===== config.mk =====
export PLATFORM = sky130hd
export DESIGN_NAME = hour_counter
export DESIGN_NICKNAME = d
export VERILOG_FILES = /design/src/rtl/hour_counter.sv
export SDC_FILE = /design/constraint.sdc
export NUM_CORES = 1
export LEC_CHECK = 0
export CORE_UTILIZATION = 40
export DETAILED_ROUTE_END_ITERATION = 7
export HOLD_SLACK_MARGIN = 0.1
export PLACE_DENSITY = 0.65
export SYNTH_ARGS = -nofsm -noshare
export SYNTH_HDL_FRONTEND = slang
export SYNTH_SLANG_ARGS = --single-unit

===== constraint.sdc =====
create_clock -name clk -period 7.27 [get_ports clk]
set_clock_uncertainty 0.1 [all_clocks]
set_input_delay 0.727 -clock clk [delete_from_list [all_inputs] [get_ports clk]]
set_output_delay 0.727 -clock clk [all_outputs]
set_load 0.005 [all_outputs]

===== src/rtl/hour_counter.sv =====
// Hour stage of a digital clock: counts hours 0..23 from the minute stage's
// carry or from manual increments in set mode. It produces a BCD display in
// 12- or 24-hour format and a one-cycle day carry on a normal-run midnight wrap.
module hour_counter (
  input  logic       clk,
  input  logic       reset_all,
  input  logic       min_carry,
  input  logic       mode_12h,
  input  logic       set_mode,
  input  logic       inc_req,
  output logic [4:0] hour,
  output logic [1:0] disp_tens,
  output logic [3:0] disp_units,
  output logic       pm,
  output logic       day_carry
);

  logic       min_q;
  logic       inc_q;
  logic       mode_q;
  logic       min_rise;
  logic       inc_rise;
  logic       adv;
  logic       wrap_day;
  logic [4:0] hour_next;

  logic [1:0] tens24_d;
  logic [3:0] units24_d;
  logic       tens12_d;
  logic [3:0] units12_d;
  logic       pm12_d;
  logic [4:0] u24_tmp;
  logic [4:0] h12_tmp;
  logic [4:0] u12_tmp;

  logic [1:0] tens24_q;
  logic [3:0] units24_q;
  logic       tens12_q;
  logic [3:0] units12_q;
  logic       pm12_q;
  logic       mode_sel;

  // Edge detection and the single advance decision; set_mode picks the source
  always_comb begin
    min_rise = min_carry & ~min_q;
    inc_rise = inc_req & ~inc_q;
    adv      = (~set_mode & min_rise) | (set_mode & inc_rise);
    wrap_day = ~set_mode & min_rise & (hour == 5'd23);
  end

  // Next hour: out-of-range values recover to 0, otherwise wrap 23 -> 0
  always_comb begin
    hour_next = hour;
    if (hour > 5'd23) begin
      hour_next = 5'd0;
    end else if (adv) begin
      hour_next = (hour == 5'd23) ? 5'd0 : hour + 5'd1;
    end
  end

  // BCD digits for both display formats, derived from the next-state hour
  always_comb begin
    tens24_d  = 2'd0;
    u24_tmp   = hour_next;
    if (hour_next >= 5'd20) begin
      tens24_d = 2'd2;
      u24_tmp  = hour_next - 5'd20;
    end else if (hour_next >= 5'd10) begin
      tens24_d = 2'd1;
      u24_tmp  = hour_next - 5'd10;
    end
    units24_d = u24_tmp[3:0];

    if (hour_next == 5'd0) begin
      h12_tmp = 5'd12;
    end else if (hour_next > 5'd12) begin
      h12_tmp = hour_next - 5'd12;
    end else begin
      h12_tmp = hour_next;
    end
    tens12_d  = (h12_tmp >= 5'd10);
    u12_tmp   = tens12_d ? (h12_tmp - 5'd10) : h12_tmp;
    units12_d = u12_tmp[3:0];
    pm12_d    = (hour_next >= 5'd12);
  end

  // Counter, edge-detect history and day carry; min_q resets high so a carry
  // already held high at reset release does not count as an edge
  always_ff @(posedge clk or negedge reset_all) begin
    if (!reset_all) begin
      hour      <= 5'd0;
      min_q     <= 1'b1;
      inc_q     <= 1'b0;
      day_carry <= 1'b0;
    end else begin
      hour      <= hour_next;
      min_q     <= min_carry;
      inc_q     <= inc_req;
      day_carry <= wrap_day;
    end
  end

  // Display registers for both formats plus the registered format select
  always_ff @(posedge clk or negedge reset_all) begin
    if (!reset_all) begin
      tens24_q  <= 2'd0;
      units24_q <= 4'd0;
      tens12_q  <= 1'b1;
      units12_q <= 4'd2;
      pm12_q    <= 1'b0;
      mode_q    <= 1'b0;
    end else begin
      tens24_q  <= tens24_d;
      units24_q <= units24_d;
      tens12_q  <= tens12_d;
      units12_q <= units12_d;
      pm12_q    <= pm12_d;
      mode_q    <= mode_12h;
    end
  end

  // While in reset the live mode input selects the format, so the midnight
  // value of whichever format is requested shows without a clock edge
  always_comb begin
    mode_sel   = reset_all ? mode_q : mode_12h;
    disp_tens  = mode_sel ? {1'b0, tens12_q} : tens24_q;
    disp_units = mode_sel ? units12_q : units24_q;
    pm         = mode_sel & pm12_q;
  end

endmodule


* Yosys cells after proc, flatten, opt, wreduce, memory -nomap -nowiden
Cells that the tools add are included.
** Word-level totals
- Flip-flop bits (word level) :: 21
- Input port bits :: 6
- Output and inout bits :: 13
** Operators by class
- Add/sub/neg operators :: 5
- Order comparisons :: 6
- Equal/unequal tests :: 1
- Muxes and demuxes :: 13
- Bitwise gates (word level) :: 10
- Reductions and logical operators :: 1
** Operators with widths (count)
- $mux W5 :: 5
- $mux W4 :: 4
- $ge A5 B4 Y1 const B :: 3
- $sub A4 B4 Y4 const B :: 2
- $and A1 B1 Y1 :: 6
- $add A5 B1 Y5 const B :: 1
- $eq A5 B5 Y1 const B :: 1
- $ge A5 B5 Y1 const B :: 1
- $gt A5 B4 Y1 const B :: 1
- $gt A5 B5 Y1 const B :: 1
- $logic_not A5 Y1 :: 1
- $sub A5 B4 Y5 const B :: 1
- $mux W2 :: 2
- $sub A4 B3 Y4 const B :: 1
- $not A1 Y1 :: 3
- $mux W1 :: 2
- $or A1 B1 Y1 :: 1

* Depth between registers and ports, before layout
Gate-level depths: netlist (run 1).
- Depth in word-level cells :: 11
- Gate-level depth with buffers :: 14

* Worst setup path before layout (run 1)
No wires, ideal clock.
- Path kind :: input to register
- From :: input set_mode
- To :: register tens12_q
- Arrival time :: 3.448 ns
- Path slack :: 3.645 ns
- Stages :: 14
- Path buffers :: 1
- Cell sequence :: or3b_1 buf_6 a21oi_4 mux2i_2 inv_2 ha_1 a21oi_1 o21ai_0 o21ai_1 ha_1 o21ai_0 o22ai_2 o21ai_1 a21o_1
** Between the ends
- Longest elaborated chain between the ends :: 9
- Elaborated cells between the ends (all ways) :: 12
- Classes of those cells :: 1 x add/sub; 2 x order compare; 4 x mux; 4 x bitwise; 1 x reduce/logical
** Ends and longest elaborated chain
- start, declared :: line 9 : input logic set_mode,
- $not A1 Y1 :: line 47 : adv = (~set_mode & min_rise) | (set_mode & inc_rise);
- $and A1 B1 Y1 :: line 47
- $or A1 B1 Y1 * :: line 47
- $mux W5 * :: line 56 : end else if (adv) begin
- $mux W5 * :: line 54 : if (hour > 5'd23) begin
- net hour_next[3] :: line 25 : logic [4:0] hour_next;
- $sub A5 B4 Y5 / $gt A5 B4 Y1 (equally long branches) :: line 77, 76
- $mux W5 :: line 76 : end else if (hour_next > 5'd12) begin
- $mux W5 * :: line 74 : if (hour_next == 5'd0) begin
- $ge A5 B4 Y1 * :: line 81 : tens12_d = (h12_tmp >= 5'd10);
- net tens12_d :: line 29 : logic tens12_d;
- end signal, assigned :: line 115 : tens12_q <= tens12_d;
- end, declared :: line 38 : logic tens12_q;
Mark *: on every way through the listed nets, which the timed path passes. The rest lies on a longest branch.

* Worst setup path in the final report (run 1)
Ends and elaborated chain as after synthesis.

==> results.toml, run 1 <==
[run_status]
status = "complete, no violations"

[yosys]
post_synth_most_frequent_cells = "dfrtp_1 (17), ha_1 (7), inv_1 (7), o21ai_0 (7), nand2_1 (6)"
synth-edff-count = 0
syn-mean-instance-area_sq_um = 10.42
synth_area_leader_cell = "dfrtp_1"
synth.most_common_cell = "dfrtp_1"
netlist_top_cells_area = "dfrtp_1 (32%), ha_1 (6.7%), dfstp_2 (6.0%)"
synth_async_sr_flop_share_pct = 100.0
post_synth_inst_count = 126
netlist-cell-type-count = 52
number_of_register_bits_inferred_by_synthesis = 20
synth_warnings = 0
dominantRegCellSynth = "dfrtp_1"
synth_seq_area_share_pct = 38.42
synth.net_count = 139
syn-cell-area_sq_mm = 0.001313
yosys_top_cell_area_share_pct = 32.41

[routing]
vias_per_cell = 5.537
vias = 1052
route.detailed.drc = 0
finalWirelength_um = 2702
final_antenna_net_count = 0
wl_per_cell_um = 14.22
dr.first_iter.drc_count = 42
drt-pass1-iter-count = 4

[clock_network]
cts.repair_timing.setup_buffer_count = 0
clkSinkCount = 20
clk_path_buf_depth = 2
ctsResizeCount = 0
ctsHtreeMaxLevel = 1
cts_hold_buf = 0
cts_root_buf = "clkbuf_4"
clock_transition_at_the_registers_of_the_reported_paths_ns = 0.12
clkLatencyLatePin_ns = 0.30
cts_inserted_buffers = 3
tritoncts = "done"

[critical_path]
crit_path_cell_trace = "clkdlybuf4s50_1 > or3b_1 > a21oi_4 > mux2i_2 > inv_2 > ha_1 > a21oi_1 > o21ai_0 > o21ai_1 > ha_1 > o21ai_0 > o22ai_2 > o21ai_1 > a21o_1"
critical_path_class = "input port to flip-flop"
arrival_time_of_data_at_the_critical_path_endpoint_ns = 4.40
worst_setup_path_start_kind = "input port"
timing.critical_path.buf_inv = 2
cp_max_fo = 7
critical-path-top-delay-family = "compound AO/OA/AOI/OAI gates"
cp.required_ns = 7.42
timing.critical_path.to_type = "flip-flop"
crit_path_slowest_cell = "or3b_1"
maximum_single_stage_delay_on_the_critical_path_ns = 0.53

[place]
place_ws_ns = 2.745
gpl.final_weighted_congestion = 0.8252
detailedPlacementHpwl_um = 2038
io_buffers = 18
placed_cells_incl_taps = 186

[sta]
fmaxAchievable_mhz = 235.4
final_period_minus_worst_setup_slack_ns = 4.247
rsz0062_at_grt = "false"
slew-limit-headroom_pct = 36.71
post_route_setup_tns_ns = 0
final_critical_path_setup_slack_ns = 3.023
timing.final.setup_violations = 0
final_hold_slack_ns = 0.5496
maxSlewViolCount = 0
hold_viol_final = 0
worst_pin_slew_ns = 0.9464
final.period_utilization_pct = 58.42

[run]
timing.max_cap.violations = 0

[global_route]
grt_start_max_net_pins = 22
via_count_of_the_first_global_routing_pass = 995
antenna_found_initial = 0
globalRouteOverflowTotal = 0
global_route.usage.total_pct = 16.46
grt_pass1_wl_um = 4416

[die]
boundaryPins = 19
number_of_standard_cell_rows_in_the_floorplan = 20
core_area_sq_mm = 0.003078
die_h_um = 59.28
die_area_sq_mm = 0.003514
initial_cell_density_of_the_core_pct = 42.64
die_x_um = 59.28

[pwr]
worst_ir_drop_vdd_mv = 0.1713
power_leakage_nw = 0.6715
power.density_cell_area_mw_per_mm2 = 437.8
final_power_uw = 692.4

[worst_hold_path]
worstHoldPathType = "flip-flop to flip-flop"

[layout]
antenna-diode-count = 0
fraction_of_final_layout_cells_with_drive_strength_greater_than_1_pct = 22.60
post_layout_nonfiller_instances = 190
finalNetCount = 160
syn2layout_area_growth_pct = 20.50
[kinds of logic (layout without fill, tap and decap cells)]
group                    count (synthesis)  after routing  synth area share [%]
multiplexers                             7              7                 6.101
AO/OA/AOI/OAI                           40             40                 23.07
adder cells (fa/ha/maj)                  7              7                 6.673
flip-flops                              20             20                 38.42
AND/OR/NAND/NOR                         40             40                 21.07
buffers and inverters                   11             31                 4.005
XOR/XNOR                                 1              1                0.6674
[routing by layer]
| metal | up-vias | global-route usage [%] | routed length (um) |
|---|---|---|---|
| li1 | 508 | - | - |
| met1 | 507 | 23.31 | 1239 |
| met2 | 33 | 26.65 | 1323 |
| met3 | 4 | 1.528 | 108 |
| met4 | 0 | 4.762 | 30 |
| met5 | - | 0 | 0 |
[state kept, by name, indices dropped and copies added (netlist names)]
name and count:
day_carry 1, hour 4, inc_q 1, min_q 1, mode_q 1, pm12_q 1, tens12_q 1, tens24_q 2
units12_q 4, units24_q 4
[power by group]
group / leakage (nW) / internal [mW] / switching [mW] / total [mW]
clock network: 0.0279 / 0.0557 / 0.0354 / 0.0912
logic: 0.399 / 0.197 / 0.218 / 0.416
registers: 0.244 / 0.159 / 0.0268 / 0.186
[path summary, 6_finish.rpt]
kind / start / endpoint / slack, ns / depth (start not counted)
min: hour[2]$_DFF_PN0_ / day_carry$_DFF_PN0_ / 0.55 / 2
max: set_mode / tens12_q$_DFF_PN1_ / 3.02 / 14
min reg2reg: hour[2]$_DFF_PN0_ / day_carry$_DFF_PN0_ / 0.55 / 2
max in group asynchronous: reset_all / units24_q[0]$_DFF_PN0_ / 5.66 / 1
max reg2reg: units24_q[0]$_DFF_PN0_ / units12_q[3]$_DFF_PN0_ / 3.25 / 14
min in group asynchronous: reset_all / units12_q[0]$_DFF_PN0_ / 0.84 / 1
[worst reg2reg max path, cell delays in order (launching register included)]
cell and delay [ns]:
dfrtp_1 0.52, ha_1 0.34, and4b_1 0.23, o21ai_1 0.46, o21ai_2 0.32, inv_1 0.24
ha_1 0.34, a21oi_1 0.13, o21ai_0 0.18, o21ai_1 0.12, ha_1 0.27, o21ai_0 0.24
o22ai_2 0.13, nor4b_2 0.25, a21o_1 0.12
[placed cells by master, fill, tap and decap left out, types with 2 or more instances in the layout]
| cell type | n |
|---|---|
| inv_2 | 2 |
| inv_1 | 7 |
| o21a_1 | 4 |
| a21oi_2 | 2 |
| nand2_1 | 6 |
| o211ai_1 | 2 |
| a21o_1 | 2 |
| dfrtp_1 | 17 |
| o21ai_1 | 3 |
| nor2b_1 | 3 |
| o21ai_0 | 7 |
| dfstp_2 | 3 |
| clkdlybuf4s50_1 | 18 |
| nor3b_1 | 2 |
| nor2_1 | 5 |
| ha_1 | 7 |
| o22ai_1 | 2 |
| clkbuf_4 | 3 |
| and4b_1 | 2 |
| mux2_2 | 5 |
| nand3_1 | 5 |
| a21boi_0 | 2 |
| a21oi_1 | 5 |
| nor3_1 | 3 |
[metrics by stage]
step / instance area, sq um / utilization (%)
after detailed placement: 1529 / 49.67
after CTS: 1582 / 51.38
after global placement: 1529 / 49.67
after global routing: 1582 / 51.38
final: 1582 / 51.38
after floorplan: 1313 / -
[layout make-up]
| type | count | area, sq um |
|---|---|---|
| fillers | 279 | 1496 |
| clock inverters | 1 | 30.03 |
| flip-flops and latches | 20 | 504.2 |
| repair buffers | 18 | 180.2 |
| multi-input cells | 95 | 755.7 |
| well taps | 44 | 55.05 |
| clock buffers | 3 | 22.52 |
| inverters | 9 | 33.78 |
Note: power is estimated with default switching activity, not from simulation.
==> inputs of run 2 (changes only) <==
--- a/config.mk
+++ b/config.mk
@@ -8,7 +8,7 @@
 export CORE_UTILIZATION = 40
 export DETAILED_ROUTE_END_ITERATION = 7
 export HOLD_SLACK_MARGIN = 0.1
-export PLACE_DENSITY = 0.65
+export PLACE_DENSITY = 0.67
 export SYNTH_ARGS = -nofsm -noshare
 export SYNTH_HDL_FRONTEND = slang
 export SYNTH_SLANG_ARGS = --single-unit
==> constraint.sdc (replaced) <==
create_clock -name clk -period 3.6 [get_ports clk]
set_clock_uncertainty 0.1 [all_clocks]
set_input_delay 0.36 -clock clk [delete_from_list [all_inputs] [get_ports clk]]
set_output_delay 0.36 -clock clk [all_outputs]
set_load 0.005 [all_outputs]
==> run 2 against run 1 <==
Net effect: sequential share of layout area decreased by 1.6 points; clock power increased by 100%; count of clock-buffer cells in the layout unchanged; wire length increased by 8.8%; die area unchanged; worst setup slack got worse by 2.7 ns; register-to-register slack got worse by 2.9 ns; worst hold slack got worse by 0.22 ns; total power increased by 110%; critical endpoint is now units12_q[2]$_DFF_PN0_.
==> results.toml, run 2 (same netlist as run 1, synthesis figures left out) <==
[die]
die_area_sq_mm = 0.003514
number_of_standard_cell_rows_in_the_floorplan = 20
die_x_um = 59.28
die_h_um = 59.28
initial_cell_density_of_the_core_pct = 42.64
boundaryPins = 19
core_area_sq_mm = 0.003078

[layout]
fraction_of_final_layout_cells_with_drive_strength_greater_than_1_pct = 28.03
largest_regs = "hour (4), units12_q (4), units24_q (4)"
antenna-diode-count = 0
mostFrequentLayoutCells = "clkdlybuf4s50_1 (18), dfrtp_1 (17), buf_4 (11)"
finalNetCount = 171
post_layout_nonfiller_instances = 201
most_common_library_cell_in_the_layout_ignoring_fill_and_taps = "clkdlybuf4s50_1"
syn2layout_area_growth_pct = 26.79

[clock_network]
clkSinkCount = 20
cts.repair_timing.setup_buffer_count = 0
clock_transition_at_the_registers_of_the_reported_paths_ns = 0.12
tritoncts = "done"
clkLatencyLatePin_ns = 0.31
ctsHtreeMaxLevel = 1
clk_path_buf_depth = 2
ctsResizeCount = 0
cts_hold_buf = 0
cts_inserted_buffers = 3
cts_root_buf = "clkbuf_4"

[global_route]
antenna_found_initial = 0
via_count_of_the_first_global_routing_pass = 1029
grt_start_max_net_pins = 21
global_route.usage.total_pct = 18.82
globalRouteOverflowTotal = 0
gr_met2_demand_resource_pct = 31.14
grt_pass1_wl_um = 4905
grtUsageMet1_pct = 25.24
met3_usage_pct = 1.528
busiest_layer = "met2"

[pwr]
final_power_mw = 1.469
power_switching_uw = 585.5
power.density_cell_area_mw_per_mm2 = 883.0
pwr-share-seq_pct = 25.1
power_leakage_nw = 0.7245
cell_internal_pwr_uw = 884.0
worst_ir_drop_vdd_mv = 0.5152
sw_frac_of_total_pct = 39.84
clock_power_share_pct = 12.7
combPwrFrac_pct = 62.2

[critical_path]
cp.required_ns = 3.73
critical_path_class = "flip-flop to flip-flop"
cp_max_fo = 8
arrival_time_of_data_at_the_critical_path_endpoint_ns = 3.37
timing.critical_path.to_type = "flip-flop"
worst_setup_path_start_kind = "flip-flop"

[sta]
post_route_setup_tns_ns = 0
rsz0062_at_grt = "false"
worst_pin_slew_ns = 0.6141
fmaxAchievable_mhz = 308.2
slew-limit-headroom_pct = 57.89
final.period_utilization_pct = 90.12
hold_viol_final = 0
timing.final.setup_violations = 0
maxSlewViolCount = 0
final_period_minus_worst_setup_slack_ns = 3.244

[place]
io_buffers = 18
detailedPlacementHpwl_um = 2272
placed_cells_incl_taps = 197
gpl.final_weighted_congestion = 0.8269

[routing]
finalWirelength_um = 2941
vias = 1083
vias_per_cell = 5.388
final_antenna_net_count = 0
drt-pass1-iter-count = 4
route.detailed.drc = 0
wl_per_cell_um = 14.63
dr.first_iter.drc_count = 42

[run_status]
status = "complete, no violations"

[run]
timing.max_cap.violations = 0

[worst_hold_path]
worstHoldPathType = "input port to async pin"
[run 2: cell count changes in the layout (fill, tap and decap cells not counted), sizes merged]
cell  delta
buf     +11
[run 2: path summary, 6_finish.rpt]
check	startpoint	to	slack [ns]	cells past startpoint
worst max-delay path	hour[1]$_DFF_PN0_	units12_q[2]$_DFF_PN0_	0.36	14
worst min-delay path	reset_all	units24_q[3]$_DFF_PN0_	0.33	2
worst max register to register	hour[1]$_DFF_PN0_	units12_q[2]$_DFF_PN0_	0.36	14
worst min register to register	hour[2]$_DFF_PN0_	day_carry$_DFF_PN0_	0.54	2
max in group asynchronous	reset_all	units12_q[1]$_DFF_PN1_	2.80	2
min in group clk	min_carry	min_q$_DFF_PN1_	0.41	1
[run 2: metrics by stage]
| step | utilization (%) | worst slack, ns | instance area (sq um) | hold slack (ns) |
|---|---|---|---|---|
| 2_1_floorplan | - | 0.1958 | 1313 | -0.03559 |
| 3_3_place_gp | 52.36 | 0.2160 | 1612 | 0.5089 |
| 3_5_place_dp | 52.36 | 0.06468 | 1612 | 0.5198 |
| 4_1_cts | 54.07 | 0.3274 | 1664 | 0.3361 |
| 5_1_grt | 54.07 | 0.08922 | 1664 | 0.3664 |
| 6_report | 54.07 | 0.3556 | 1664 | 0.3274 |
[run 2: worst max-delay path: stages (launching register included)]
cell and delay [ns]:
dfrtp_1 0.47, ha_1 0.31, and4bb_2 0.29, o21a_1 0.19, o21ai_2 0.17, inv_1 0.08, ha_1 0.22, a21oi_1 0.17
o21ai_0 0.11, o21ai_1 0.18, ha_1 0.20, o21ai_0 0.11, o22ai_2 0.19, o21ai_1 0.16, o22ai_1 0.21
[run 2: power groups by stage]
stage	sequential, mW	combinational (mW)	clock (mW)
after global placement	0.370	0.881	0
after global routing	0.377	1.02	0.199
after detailed placement	0.374	0.913	0
after floorplan	0.365	0.593	0
after CTS	0.370	0.917	0.191
final	0.369	0.914	0.186
[run 2: area by class of cell]
cell class / instances / area (sq um)
clock buffers: 3 / 22.52
clock inverters: 1 / 30.03
fillers: 280 / 1414
inverters: 9 / 33.78
multi-input cells: 95 / 755.7
flip-flops and latches: 20 / 504.2
well taps: 44 / 55.05
repair buffers: 29 / 262.8
[run 2: metal layers]
metal	share of wire, %	vias to the layer above
met5	0	-
met4	1.6	0
met3	1.6	5
met2	49	18
met1	48	532
li1	-	528
